<file path="src/rtl/arb_pkg.sv">
// Shared state type and grant-decode helpers for the arbiter requester-side controller.
package arb_pkg;

   localparam int unsigned N_CLIENTS_DEF = 4;
   localparam int unsigned VEC_W         = 32;

   typedef enum logic {
      IDLE = 1'b0,
      OWN  = 1'b1
   } arb_state_e;

   function automatic logic is_onehot(input logic [VEC_W-1:0] v);
      return (v != '0) && ((v & (v - VEC_W'(1))) == '0);
   endfunction

   // Index of the lowest set bit; exact for one-hot vectors.
   function automatic logic [4:0] onehot_to_idx(input logic [VEC_W-1:0] v);
      logic [4:0] idx;
      idx = '0;
      for (int i = VEC_W - 1; i >= 0; i--) begin
         if (v[i]) idx = 5'(i);
      end
      return idx;
   endfunction

endpackage

</file>
<file path="src/rtl/arb_pending_counter.sv">
// Per-client pending-job counter: saturates at all-ones, never underflows,
// simultaneous accepted increment and decrement hold the count.
module arb_pending_counter #(
   parameter int unsigned CNT_W = 3
) (
   input  logic clk,
   input  logic reset,
   input  logic inc,
   input  logic dec,
   output logic full,
   output logic nonzero
);

   logic [CNT_W-1:0] cnt;
   logic             inc_ok;
   logic             dec_ok;

   assign full    = (cnt == {CNT_W{1'b1}});
   assign nonzero = (cnt != '0);
   assign inc_ok  = inc & ~full;
   assign dec_ok  = dec & nonzero;

   always_ff @(posedge clk or posedge reset) begin
      if (reset) begin
         cnt <= '0;
      end else if (inc_ok && !dec_ok) begin
         cnt <= cnt + CNT_W'(1);
      end else if (dec_ok && !inc_ok) begin
         cnt <= cnt - CNT_W'(1);
      end
   end

endmodule

</file>
<file path="src/rtl/arb_request_ctrl.sv">
// Requester-side controller for the 4-client arbiter: queues jobs, requests, owns the
// resource for BURST_LEN cycles per grant. Optional grant checking via GNT_CHECK_EN.
module arb_request_ctrl
   import arb_pkg::*;
#(
   parameter int unsigned N_CLIENTS = N_CLIENTS_DEF,
   parameter int unsigned CNT_W     = 3,
   parameter int unsigned BURST_LEN = 4
) (
   input  logic                         clk,
   input  logic                         reset,
   input  logic [N_CLIENTS-1:0]         job_push,
   output logic [N_CLIENTS-1:0]         job_full,
   output logic [N_CLIENTS-1:0]         req,
   output logic                         arb_en,
   input  logic [N_CLIENTS-1:0]         gnt,
   output logic                         own_valid,
   output logic [$clog2(N_CLIENTS)-1:0] own_id,
   output logic                         own_last,
   output logic                         busy,
   output logic                         gnt_err
);

   localparam int unsigned ID_W   = $clog2(N_CLIENTS);
   localparam int unsigned BEAT_W = (BURST_LEN > 1) ? $clog2(BURST_LEN) : 1;
   localparam logic [BEAT_W-1:0] LAST_BEAT = BEAT_W'(BURST_LEN - 1);

   arb_state_e           state;
   logic [BEAT_W-1:0]    beat;
   logic [N_CLIENTS-1:0] dec_vec;
   logic [N_CLIENTS-1:0] hit;
   logic [ID_W-1:0]      gnt_idx;
   logic                 accept;

   // The owner's job retires on the final beat of its burst.
   for (genvar i = 0; i < N_CLIENTS; i++) begin : g_client
      assign dec_vec[i] = own_last && (own_id == ID_W'(i));

      arb_pending_counter #(
         .CNT_W (CNT_W)
      ) u_cnt (
         .clk     (clk),
         .reset   (reset),
         .inc     (job_push[i]),
         .dec     (dec_vec[i]),
         .full    (job_full[i]),
         .nonzero (req[i])
      );
   end

   assign hit     = gnt & req;
   assign gnt_idx = ID_W'(onehot_to_idx(VEC_W'(hit)));
   assign busy    = (state == OWN) | (|req);

`ifdef GNT_CHECK_EN
   logic err_now;

   // Multi-bit grants or grants to idle clients are flagged and never accepted.
   assign err_now = (state == IDLE) && (gnt != '0) &&
                    (!is_onehot(VEC_W'(gnt)) || ((gnt & ~req) != '0));
   assign accept  = (hit != '0) && !err_now;

   always_ff @(posedge clk or posedge reset) begin
      if (reset) begin
         gnt_err <= 1'b0;
      end else if (err_now) begin
         gnt_err <= 1'b1;
      end
   end
`else
   assign accept  = (hit != '0);
   assign gnt_err = 1'b0;
`endif

   always_ff @(posedge clk or posedge reset) begin
      if (reset) begin
         state     <= IDLE;
         beat      <= '0;
         own_id    <= '0;
         own_valid <= 1'b0;
         own_last  <= 1'b0;
         arb_en    <= 1'b1;
      end else begin
         case (state)
            IDLE: begin
               if (accept) begin
                  state     <= OWN;
                  beat      <= '0;
                  own_id    <= gnt_idx;
                  own_valid <= 1'b1;
                  own_last  <= (LAST_BEAT == '0);
                  arb_en    <= 1'b0;
               end
            end
            OWN: begin
               if (beat == LAST_BEAT) begin
                  state     <= IDLE;
                  own_valid <= 1'b0;
                  own_last  <= 1'b0;
                  arb_en    <= 1'b1;
               end else begin
                  beat     <= beat + BEAT_W'(1);
                  own_last <= ((beat + BEAT_W'(1)) == LAST_BEAT);
               end
            end
            default: state <= IDLE;
         endcase
      end
   end

endmodule

</file>
<file path="config.mk">
export PLATFORM = sky130hd
export DESIGN_NAME = arb_request_ctrl
export DESIGN_NICKNAME = d
export VERILOG_FILES = /design/src/rtl/arb_pkg.sv /design/src/rtl/arb_pending_counter.sv /design/src/rtl/arb_request_ctrl.sv
export SDC_FILE = /design/constraint.sdc
export NUM_CORES = 1
export LEC_CHECK = 0
export ABC_AREA = 1
export CAP_MARGIN = 20
export CORE_MARGIN = 2
export CORE_UTILIZATION = 52
export CTS_CLUSTER_SIZE = 14
export DETAILED_ROUTE_END_ITERATION = 16
export HOLD_SLACK_MARGIN = 0.08
export PLACE_DENSITY = 0.77
export SLEW_MARGIN = 10
export SYNTH_ARGS = -nofsm -noshare
export SYNTH_HDL_FRONTEND = slang
export SYNTH_SLANG_ARGS = --single-unit
</file>
<file path="constraint.sdc">
create_clock -name clk -period 4.4 [get_ports clk]
set_input_delay 0.88 -clock clk [delete_from_list [all_inputs] [get_ports clk]]
set_output_delay 0.88 -clock clk [all_outputs]
set_load 0.03 [all_outputs]
</file>
==> results.sh <==
export IMPL_outcome="complete, no violations"
export IMPL_critPathSlowestCell="clkdlybuf4s50_1"
export IMPL_fillers=193
export IMPL_ant_nets=0
export IMPL_synth_adder_area_share_pct=12.0
export IMPL_leakagePower_nw=0.717
export IMPL_syn_nets=165
export IMPL_hpwlAfterDp_um=1890
export IMPL_clk_pin_slew_ps=110
export IMPL_synth_top_family_by_area="simple AND/OR/NAND/NOR gates"
export IMPL_start_util_pct=53.6
export IMPL_cts_setup_buffers=0
export IMPL_cts_sinks=20
export IMPL_yosys_warnings=0
export IMPL_portBuffers=23
export IMPL_track_usage_pct=20.2
export IMPL_clockPowerShare_pct=8.0
export IMPL_maxCapViolCount=0
export IMPL_viasPerCell=4.92
export IMPL_worst_slew_pin_slew_ps=767
export IMPL_grt_pass1_vias=970
export IMPL_root_buffer="clkbuf_4"
export IMPL_p_per_area_nw_per_um2=735
export IMPL_drt_iter0_markers=29
export IMPL_synth_top_area_share_pct=36.8
export IMPL_max_slew_margin_pct=48.8
export IMPL_setup_viol_count_final=0
export IMPL_nets=184
export IMPL_fmax_mhz=354
export IMPL_rrSetupSlack_ps=2440
export IMPL_num_antenna_cells=0
export IMPL_ctsResizeCount=0
export IMPL_yosysSeqAreaShare_pct=38.8
export IMPL_htreeDepth=1
export IMPL_p_comb_share_pct=58.8
export IMPL_synth_area_top_cells="dfrtp_1 37%, inv_1 7.0%, fa_1 6.2%, ha_1 5.8%, buf_4 5.2%"
export IMPL_rsz0062_at_grt="false"
export IMPL_fp_dieArea_um2=2900
export IMPL_critPathLaunchType="flop"
export IMPL_avgSynthCellArea_um2=8.91
export IMPL_hold_path_class="reg -> reg"
export IMPL_finalWirelength_um=2300
export IMPL_worstSetupEndpointType="output pin"
export IMPL_cts_buffers=3
export IMPL_netlist_area_um2=1290
export IMPL_synth_compound_gate_area_share_pct=9.97
export IMPL_grt_pass1_wl_um=4140
export IMPL_multi_input_area_um2=618
export IMPL_switching_power_mw=0.532
export IMPL_intPower_mw=0.585
export IMPL_wl_per_cell_um=11.9
export IMPL_num_vias=950
export IMPL_synth_cell_type_count=25
export IMPL_cp_arrival_ps=1940
export IMPL_ir_drop_uv=408
export IMPL_clkLatencyLatePin_ps=300
export IMPL_total_power_mw=1.12
export IMPL_sequential_cell_area_um2=502
export IMPL_period_needed_ps=2820
export IMPL_hold_buffers=0
export IMPL_dieWidth_um=53.9
export IMPL_die_height_um=53.9
export IMPL_pwr_share_seq_pct=33.2
export IMPL_synthMuxAreaShare_pct=0
export IMPL_boundaryPins=25
export IMPL_placementRows=18
export IMPL_synth_seq_cells=20
export IMPL_critPathMaxStageDelay_ps=600
export IMPL_drcViolationCount=0
export IMPL_grt_max_degree=21
export IMPL_overflow=0
export IMPL_design_core_area_um2=2410
export IMPL_crit_chain="nor2_2 > nand2_2 > nor4_1 > nand2_1 > clkdlybuf4s50_1"
export IMPL_worstSetupPathType="reg -> out"
export IMPL_cts_buffer_depth=2
export IMPL_synth_xor_area_share_pct=5.42
export IMPL_syn2layout_area_growth_pct=17.5
export IMPL_yosysTopAreaCell="dfrtp_1"
export IMPL_fin_skew_ps=5.45
export IMPL_fin_crit_sh_pct=64.1
export IMPL_drv_slew=0
export IMPL_syn_inst=145
export IMPL_placed_cells=189
export IMPL_finalHoldViolations=0
export IMPL_drtPass1Iterations=4
export IMPL_gp_congestion=0.745
export IMPL_final_cells=193
export IMPL_cp_max_fo=5
export IMPL_cts_tree="yes"
export IMPL_layout_drive_gt1_share_pct=13.5
export IMPL_antenna_found_initial=0
export IMPL_crit_required_ps=3520
export IMPL_synthSimpleGateAreaFrac_pct=20.1
export IMPL_tns_ps=0
export IMPL_p_sw_share_pct=47.6
==> routing by layer <==
layer	GRT usage [%]	routed length [um]	share of wire, %	up-vias
li1	-	-	-	483
met1	24.8	983	43	450
met2	36.0	1230	54	13
met3	3.33	56	2.4	4
met4	6.41	27	1.2	0
met5	0	0	0	-
==> path summary, 6_finish.rpt <==
path                                                       from                              endpoint  cells after the start
max in group asynchronous                                 reset  g_client[2].u_cnt.cnt[2]$_DFFE_PP0P_                      2
max                        g_client[3].u_cnt.cnt[0]$_DFFE_PP0P_                                  busy                      5
max reg2reg                g_client[3].u_cnt.cnt[0]$_DFFE_PP0P_  g_client[3].u_cnt.cnt[2]$_DFFE_PP0P_                      9
min                                          arb_en$_DFFE_PP1P_                    arb_en$_DFFE_PP1P_                      2
min reg2reg                                  arb_en$_DFFE_PP1P_                    arb_en$_DFFE_PP1P_                      2
min in group asynchronous                                 reset                   beat[0]$_DFFE_PP0P_                      2
==> cells in the mapped netlist, drive strengths merged <==
cell type	number
inv	28
nand2	25
dfrtp	19
nand3	10
a21oi	9
buf	9
nor2	7
o21ai	7
ha	6
o31ai	5
fa	4
nor3	4
xnor2	4
xor2	4
conb	1
dfstp	1
nor4	1
or2	1
==> stage by stage <==
stage               hold slack [ps]  area, um^2  util [%]  setup WS, ps
detailed placement              477        1490      61.9          1750
global placement                451        1490      61.9          1850
floorplan                       494        1290         -          2380
CTS                             495        1520      63.0          1570
global route                    523        1520      63.0          1440
finish                          490        1520      63.0          1580
==> flip-flops by register name, summed over array words and instances (netlist names) <==
| register | flops |
|---|---|
| own_valid | 1 |
| arb_en | 1 |
| own_last | 1 |
| state | 1 |
| beat | 2 |
| g_client.u_cnt.cnt | 12 |
| own_id | 2 |
==> layout by cell type (no fill, tap or decap), types with 5 or more instances in the layout <==
cell type	netlist	layout
inv_1	24	24
clkdlybuf4s50_1	0	23
dfrtp_1	19	19
nand2_1	17	17
a21oi_1	9	9
nand3_1	8	8
o21ai_0	6	6
ha_1	6	6
nor2_1	5	5
nand2_2	5	5
o31ai_1	5	5
==> kinds of logic (layout without fill, tap and decap cells) <==
group / after synthesis / in the layout
adder cells (fa/ha/maj): 10 / 10
AO/OA/AOI/OAI: 21 / 21
buffers and inverters: 37 / 55
AND/OR/NAND/NOR: 48 / 48
flip-flops: 20 / 20
other: 1 / 1
XOR/XNOR: 8 / 8
==> power groups by stage <==
stage | sequential (mW) | combinational (mW) | clock (mW)
2_1_floorplan | 0.398 | 0.483 | 0
3_3_place_gp | 0.369 | 0.635 | 0
3_5_place_dp | 0.375 | 0.663 | 0
4_1_cts | 0.372 | 0.668 | 0.0934
5_1_grt | 0.387 | 0.751 | 0.100
6_report | 0.371 | 0.657 | 0.0894
==> final cells by class <==
class                   instances  share of cell area, %
clock buffers                   4                   1.73
flip-flops and latches         20                   33.0
well taps                      30                   2.47
multi-input cells              88                   40.7
repair buffers                 23                   15.2
inverters                      28                   6.92
==> critical path, delay by kind of cell (launching register included) <==
kind / cells / cell delay [ps]
buffers and inverters: 1 / 600
flip-flops: 1 / 460
AND/OR/NAND/NOR: 4 / 580
No activity file was read; power rests on OpenSTA's default activity.
==> patch (config.mk and constraints unchanged) <==
The package constant `N_CLIENTS_DEF` goes from 4 to 8.
--- a/src/rtl/arb_pkg.sv
+++ b/src/rtl/arb_pkg.sv
@@ -2,5 +2,5 @@
 package arb_pkg;
 
-   localparam int unsigned N_CLIENTS_DEF = 4;
+   localparam int unsigned N_CLIENTS_DEF = 8;
    localparam int unsigned VEC_W         = 32;
 
Ports: changed (5 resized); port bits go from 25 to 42. No check against the original RTL was run, so the function may have changed too.
==> patch against the unedited design <==
Setup slack worse by 0.13 ns. Sequential cell count is 13 higher. Sequential share of layout area is 1.9 points lower. Combinational power is 74% higher. Wire length is 87% higher. Design area is 75% higher. Area after synthesis is 73% higher. Total power is 78% higher. Largest cell class unchanged. Largest power group unchanged.
==> patch: results (changes against the unedited design) <==
** Status
- Status :: finished clean

** Detailed routing
- The initial DRC count came to 49 (+69%).
- The average detailed-routed wire length per instance was 12.6 µm (+5.6%).
- Total routed wirelength :: 4290 µm (+87%)

** Synthesis
- Post-synth net total :: 295 (+79%)
- The number of distinct library cells after synthesis was 26 (+4.0%).
- Post-synthesis xor/xnor area fraction :: 6.27% (+0.85 points)
- Synth area leaders :: sky130_fd_sc_hd__dfrtp_1 (36%), sky130_fd_sc_hd__fa_1 (7.2%), sky130_fd_sc_hd__inv_1 (6.2%), sky130_fd_sc_hd__buf_4 (5.7%), sky130_fd_sc_hd__ha_1 (5.6%)
- The register area share after synthesis is 37.0% (-1.8 points).
- Commonest cells in the synthesized netlist :: sky130_fd_sc_hd__inv_1 (37), sky130_fd_sc_hd__dfrtp_1 (32), sky130_fd_sc_hd__nand2_1 (29)
- Synthesized-area fraction occupied by adder cells :: 12.8% (+0.76 points)

** Global routing
- Global-route track usage on met1 :: 25.1% (+0.30 points)
- Met3 usage :: 5.23% (+1.9 points)
- Via count of the first global-routing pass :: 1673 (+72%)
- Global-route wire length before repair :: 7640 µm (+84%)
- M2 GR Usage :: 33.7% (-2.3 points)

** Place
- Number of placed instances with taps included :: 333 (+76%)
- Number of port buffers :: 40 (+74%)
- GPL Wtd Cong :: 0.843 (+13%)
- Sum of net half-perimeters after detailed placement :: 3360 µm (+77%)
- The worst setup timing slack at the placement stage is 1.78 ns (+0.0308 ns).

** Layout
- The filler cell count in the final layout was 343 (+78%).
- The largest registers in the layout are g_client.u_cnt.cnt (24), own_id (3), beat (2).

** Worst setup path
- The arrival time reported for the critical path endpoint was 2.07 ns (+0.13 ns).
- Largest fanout on the critical path :: 4 (-1)

** Pwr
- Worst vdd rail ir drop :: 0.000371 V (-8.9%)

** Clock network
- Post-CTS clock slew at the launch and capture registers of the worst setup and hold paths :: 0.07 ns (-0.04 ns)
- Clock Root Buffer :: sky130_fd_sc_hd__clkbuf_8
- The total number of H-tree levels came to 2 (+1).
## patch: cell types whose count changed in the layout (fill, tap and decap cells not counted), sizes merged, moves of 5 or more
| cell | delta |
|---|---|
| dfrtp | +13 |
| nand2 | +9 |
| a21oi | +8 |
| clkdlybuf4s50 | +17 |
| nor2 | +14 |
| inv | +24 |
| o21ai | +5 |
| nand3 | +9 |
## patch: cell families (layout without fill, tap and decap cells)
logic type / count (synthesis) / in the layout
compound gates: 38 / 38
xor+xnor: 16 / 16
flops: 33 / 33
fa+ha+maj: 18 / 18
buf+inv: 69 / 101
simple gates: 84 / 84
other cells: 1 / 1
## patch: through the flow
step	hold slack (ns)	utilization, %	instance area (µm²)
2_1_floorplan	0.475	-	2230
6_report	0.466	65.5	2660
3_3_place_gp	0.457	63.5	2580
5_1_grt	0.476	65.5	2660
4_1_cts	0.468	65.5	2660
3_5_place_dp	0.452	63.5	2580
## patch: final timing paths
path                       depth (start not counted)                  endpoint
max                                                5                      busy
min                                                2                    arb_en
max reg2reg                                        9  g_client[7].u_cnt.cnt[2]
min reg2reg                                        2                    arb_en
max in group asynchronous                          3                    arb_en
min in group asynchronous                          3  g_client[7].u_cnt.cnt[1]
## patch: cell type report
class / instances / area, µm² / share of cell area, %
clock buffers: 8 / 80.1 / 3.01
inverters: 52 / 195 / 7.34
multi-input cells: 157 / 1080 / 40.8
flip-flops and latches: 33 / 827 / 31.1
well taps: 50 / 62.6 / 2.35
repair buffers: 41 / 408 / 15.3
## patch: critical path: cells and delay by family (launching register included)
| kind | cells | cell delay, ns |
|---|---|---|
| AND/OR/NAND/NOR | 4 | 0.73 |
| flip-flops | 1 | 0.44 |
| buffers and inverters | 1 | 0.62 |
## patch: power by group through the flow
stage | clock (mW) | sequential [mW] | combinational, mW
global route | 0.241 | 0.645 | 1.30
floorplan | 0 | 0.651 | 0.857
detailed placement | 0 | 0.624 | 1.15
finish | 0.222 | 0.617 | 1.14
CTS | 0.225 | 0.621 | 1.16
global placement | 0 | 0.618 | 1.11
## patch: layer usage
metal / routed length [µm] / up-vias / part of all wire (%)
met5: 0 / - / 0
met4: 64 / 0 / 1.5
met3: 228 / 5 / 5.3
met2: 2080 / 33 / 48
met1: 1920 / 770 / 45
li1: - / 868 / -
